## config.mk

```make
export PLATFORM = sky130hd
export DESIGN_NAME = sqrt_result_squarer
export DESIGN_NICKNAME = d
export VERILOG_FILES = /design/src/rtl/sqrt_pkg.sv /design/src/rtl/sq_shift_add_step.sv /design/src/rtl/sqrt_result_squarer.sv
export SDC_FILE = /design/constraint.sdc
export NUM_CORES = 1
export LEC_CHECK = 0
export BUFFER_PORTS_ARGS = -buffer_cell sky130_fd_sc_hd__buf_2
export CORE_MARGIN = 10
export CORE_UTILIZATION = 30
export DETAILED_ROUTE_END_ITERATION = 16
export GPL_TIMING_DRIVEN = 1
export SYNTH_ARGS = -nofsm -noshare
export SYNTH_HDL_FRONTEND = slang
export SYNTH_HIERARCHICAL = 1
export SYNTH_SLANG_ARGS = --single-unit
```

## constraint.sdc

```tcl
create_clock -name clk -period 5.7 [get_ports clk]
set_input_delay 1.14 -clock clk [delete_from_list [all_inputs] [get_ports clk]]
set_output_delay 1.14 -clock clk [all_outputs]
set_load 0.05 [all_outputs]
```

## src/rtl/sqrt_pkg.sv

```systemverilog
// Shared constants and types for the square-root family of blocks.
// The result squarer uses the state encoding defined here.
package sqrt_pkg;

    localparam int RW   = 8;
    localparam int XW   = 16;
    localparam int RESW = XW + 1;

    typedef enum logic [1:0] {
        IDLE = 2'd0,
        BUSY = 2'd1,
        DONE = 2'd2
    } sq_state_t;

endpackage

```

## src/rtl/sq_shift_add_step.sv

```systemverilog
// One shift-add partial-product step of the root squarer.
// When the selected root bit is set, the shifted root is added.
module sq_shift_add_step #(
    parameter int RW = 8,
    parameter int XW = 16,
    parameter int CW = $clog2(RW)
) (
    input  logic [XW-1:0] acc,
    input  logic [RW-1:0] root,
    input  logic [CW-1:0] idx,
    input  logic          bit_set,
    output logic [XW-1:0] acc_nxt
);

    logic [XW-1:0] partial;

    always_comb begin
        partial = XW'(root) << idx;
        acc_nxt = acc;
        if (bit_set) begin
            acc_nxt = acc + partial;
        end
    end

endmodule

```

## src/rtl/sqrt_result_squarer.sv

```systemverilog
// Squares an approximate root by iterative shift-add and reports
// the residual radicand - root^2 as an accuracy monitor.
module sqrt_result_squarer #(
    parameter int RW = 8,
    parameter int XW = 16
) (
    input  logic          clk,
    input  logic          rst_n,
    input  logic          in_valid,
    output logic          in_ready,
    input  logic [RW-1:0] root,
    input  logic [XW-1:0] radicand,
    output logic          out_valid,
    input  logic          out_ready,
    output logic [XW-1:0] square,
    output logic [XW:0]   residual,
    output logic          exact,
    output logic          over
);

    import sqrt_pkg::*;

    localparam int CW = $clog2(RW);
    localparam logic [CW-1:0] LAST = CW'(RW - 1);

    sq_state_t state_q, state_d;

    logic [RW-1:0] root_q, root_d;
    logic [XW-1:0] rad_q, rad_d;
    logic [XW-1:0] acc_q, acc_d;
    logic [CW-1:0] cnt_q, cnt_d;
    logic [XW-1:0] square_q, square_d;
    logic [XW:0]   residual_q, residual_d;
    logic          exact_q, exact_d;
    logic          over_q, over_d;

    logic [XW-1:0] acc_nxt;
    logic [XW:0]   diff;
    logic          last_step;

    sq_shift_add_step #(
        .RW (RW),
        .XW (XW),
        .CW (CW)
    ) u_step (
        .acc     (acc_q),
        .root    (root_q),
        .idx     (cnt_q),
        .bit_set (root_q[cnt_q]),
        .acc_nxt (acc_nxt)
    );

    assign last_step = (cnt_q == LAST);
    assign diff      = {1'b0, rad_q} - {1'b0, acc_nxt};

    always_ff @(posedge clk or negedge rst_n) begin
        if (!rst_n) begin
            state_q <= IDLE;
        end else begin
            state_q <= state_d;
        end
    end

    always_comb begin
        state_d = state_q;
        unique case (state_q)
            IDLE: if (in_valid) state_d = BUSY;
            BUSY: if (last_step) state_d = DONE;
            DONE: if (out_ready) state_d = IDLE;
            default: state_d = IDLE;
        endcase
    end

    always_comb begin
        in_ready  = (state_q == IDLE);
        out_valid = (state_q == DONE);
    end

    // Result registers only change on the BUSY->DONE edge and hold otherwise.
    always_comb begin
        root_d     = root_q;
        rad_d      = rad_q;
        acc_d      = acc_q;
        cnt_d      = cnt_q;
        square_d   = square_q;
        residual_d = residual_q;
        exact_d    = exact_q;
        over_d     = over_q;
        unique case (state_q)
            IDLE: begin
                if (in_valid) begin
                    root_d = root;
                    rad_d  = radicand;
                    acc_d  = '0;
                    cnt_d  = '0;
                end
            end
            BUSY: begin
                acc_d = acc_nxt;
                cnt_d = cnt_q + CW'(1);
                if (last_step) begin
                    square_d   = acc_nxt;
                    residual_d = diff;
                    exact_d    = (diff == '0);
                    over_d     = diff[XW];
                end
            end
            default: begin
            end
        endcase
    end

    always_ff @(posedge clk or negedge rst_n) begin
        if (!rst_n) begin
            root_q     <= '0;
            rad_q      <= '0;
            acc_q      <= '0;
            cnt_q      <= '0;
            square_q   <= '0;
            residual_q <= '0;
            exact_q    <= 1'b0;
            over_q     <= 1'b0;
        end else begin
            root_q     <= root_d;
            rad_q      <= rad_d;
            acc_q      <= acc_d;
            cnt_q      <= cnt_d;
            square_q   <= square_d;
            residual_q <= residual_d;
            exact_q    <= exact_d;
            over_q     <= over_d;
        end
    end

    assign square   = square_q;
    assign residual = residual_q;
    assign exact    = exact_q;
    assign over     = over_q;

endmodule
```

==> impl_metrics.toml <==
[sta]
setup-tns-final_ps = 0
max_slew_margin = 0.2321
rsz0062_at_grt = "no"
final-max-slew-violation-count = 0
fin_crit_sh = 0.8643
finalSetupViolCount = 0
tightest_slew_ps = 1152
clock.fmax_mhz = 203.0
clock_skew_ps = 5.175
hold_viol_final = 0
hold_ws_ps = 472.6
finalWorstPathRequiredPeriod_ps = 4927

[floorplanning]
start_util = 0.3058
coreArea_mm2 = 0.01658
chipWidth_um = 150.0
fp.dieH_um = 150.0
placementRows = 47
io_pins = 65
die_area_mm2 = 0.02250

[grt]
antenna_found_initial = 0
grt_max_degree = 80
grt_pass1_wl_um = 21210
gr-usage-all-layers = 0.1168
gr-total-overflow = 0
grt_pass1_vias = 4142

[setup_path]
reg2reg_depth = 19
crit_required_ps = 5920
endpoint_kind = "flop"
critical_path_class = "flop to flop"
ff2ff_setup_slack_ps = 770
crit_top_cell = "mux2_2"
r2r-end = "residual[14]"
cp.depth = 19
startpoint_type = "flop"
timing.rr.start = "cnt_q[0]"
critPathCapture = "residual[14]"
path_cells = "mux2_2 -> o21ai_0 -> nor2_1 -> ha_1 -> o21a_2 -> a211oi_2 -> o21bai_1 -> a21oi_1 -> xnor2_1 -> mux2_2 -> inv_1 -> ha_1 -> a211oi_1 -> nand4_2 -> a2111oi_4 -> o31ai_2 -> a21oi_2 -> xnor2_1 -> mux2_2"
critPathMaxFanout = 14
arrival_ps = 5150
max_stage_delay_ps = 680
cp_slowest_cell = "dfrtp_1"
cp_num_buf_inv = 1
cp-startpoint = "cnt_q[0]"
path_delay_family = "compound AO/OA/AOI/OAI gates"

[drt]
vias = 4198
viasPerCell = 4.887
drtIter0Drc = 263
drtPass1Iterations = 4
wirelength_um = 12800
drtAntennaViolNets = 0
drc_errors = 0
wl_per_cell_um = 14.90

[cts]
cts_tree = "yes"
clkTransAtPathRegs_ps = 60
cts-root-buf = "clkbuf_16"
clkLatencyLatePin_ps = 340
numCtsBuffers = 9
post_cts_resized = 0
cts_sinks = 79
cts.hold.buffers_added = 0
cts_htree_levels = 3
cts_setup_buffers = 0
max-clock-path-buffers = 2

[synth]
ys_seq_area_frac = 0.3898
synth_top_area_share = 0.3898
yosys_warnings = 6
async_reset_ff_frac = 1.000
syn_inst = 587
ys_seq_elements = 79
yosys.area.top_type = "dfrtp_1"
yosys_most_used_dff = "dfrtp_1"
synth.area.top_cells = "dfrtp_1 (39%), nand2_1 (9.8%), ha_1 (8.1%)"
synthDistinctLibCells = 62
post_synth_instance_area_mm2 = 0.005071
syn_avg_cell_area_um2 = 8.639
synth_edf_count = 0
syn-num-nets = 650

[placed_design]
place_congestion = 0.8708
dp_hpwl_um = 9534
numPortBuffers = 64

[cells_and_area]
syn2layout_area_growth_pct = 14.71
drive_above_1_share = 0.1800
num_antenna_cells = 0
fin_nets = 699
fillers = 1765

[run_status]
outcome = "finished clean"

[worst_hold_path]
hold_class = "flop to flop"

[run]
max_cap_viol_count = 0
==> metrics by stage <==
stage,util,cells,setup WS [ps],area (µm²)
after floorplan,-,587,1040,5071
after global placement,0.3359,845,894.5,5570
after detailed placement,0.3359,845,795.6,5570
after CTS,0.3508,859,772.3,5817
after global routing,0.3508,859,380.8,5817
final,0.3508,859,773.4,5817
==> logic make-up (layout without fill, tap and decap cells) <==
logic type,Yosys count,count (layout),share of synthesized area
simple gates,213,213,0.1836
compound gates,152,152,0.1865
flops,79,79,0.3898
buf+inv,58,110,0.04589
fa+ha+maj,35,35,0.08932
mux,29,29,0.06859
xor+xnor,21,21,0.03627
==> worst min path at each step <==
| stage | cells past startpoint | slack [ps] | to | from |
|---|---|---|---|---|
| 3_3_place_gp | 2 | 460 | square[4] | square[4] |
| 6_report | 2 | 470 | square[15] | square[15] |
| 2_1_floorplan | 2 | 450 | rad_q[10] | rad_q[10] |
| 4_1_cts | 2 | 480 | square[15] | square[15] |
| 5_1_grt | 2 | 500 | residual[5] | residual[5] |
| 3_5_place_dp | 2 | 470 | square[15] | square[15] |
==> synth_stat cells, types with 3 or more instances <==
cell type and number:
nand2_1 133, dfrtp_1 79, o21ai_0 76, ha_1 33, inv_1 29, nand3_1 25
a21oi_1 24, nor2_1 22, clkbuf_1 19, mux2_2 18, xnor2_1 11, xor2_1 10
nand2b_1 9, mux2i_1 7, a211oi_1 6, a21o_1 5, o22ai_1 5, buf_2 4
nand4_1 4, nor3_1 4, o211ai_1 4, and2_1 3, o21a_1 3, o21ai_1 3
==> metal layers <==
layer | wire length [µm] | global-route usage | vias to the layer above
li1 | - | - | 2138
met1 | 6031 | 0.1504 | 1959
met2 | 5876 | 0.1816 | 81
met3 | 581 | 0.03200 | 20
met4 | 309 | 0.04616 | 0
met5 | 0 | 0 | -
==> area by class of cell <==
| cell class | count | area, µm² | area share |
|---|---|---|---|
| Multi-Input combinational cell | 450 | 2864 | 0.4924 |
| Sequential cell | 79 | 1977 | 0.3399 |
| Timing Repair Buffer | 67 | 345.3 | 0.05937 |
| Tap cell | 220 | 275.3 | 0.04732 |
| Clock buffer | 12 | 236.5 | 0.04065 |
| Inverter | 29 | 108.9 | 0.01871 |
| Clock inverter | 2 | 10.01 | 0.001721 |
==> state kept, by name, indices dropped and copies added (netlist names) <==
| register | cells |
|---|---|
| square | 16 |
| cnt_q | 3 |
| exact | 1 |
| root_q | 8 |
| state_q | 2 |
| rad_q | 16 |
| residual | 17 |
| acc_q | 16 |
==> worst min-delay path: stages, from the launching register on <==
cell and delay (ps):
dfrtp_1 340, nand2_1 40, o21ai_0 60
==> placed cells by master, fill, tap and decap left out, types with 10 or more instances in the layout <==
master,n
buf_2,63
a21oi_1,24
o21ai_0,76
ha_1,33
xnor2_1,11
nor2_1,22
nand3_1,25
nand2_1,132
xor2_1,10
mux2_2,18
inv_1,29
dfrtp_1,79
Power is left out: the tool's default activity adds up to more than one toggle a clock period on the data nets, which glitch-free logic cannot reach.
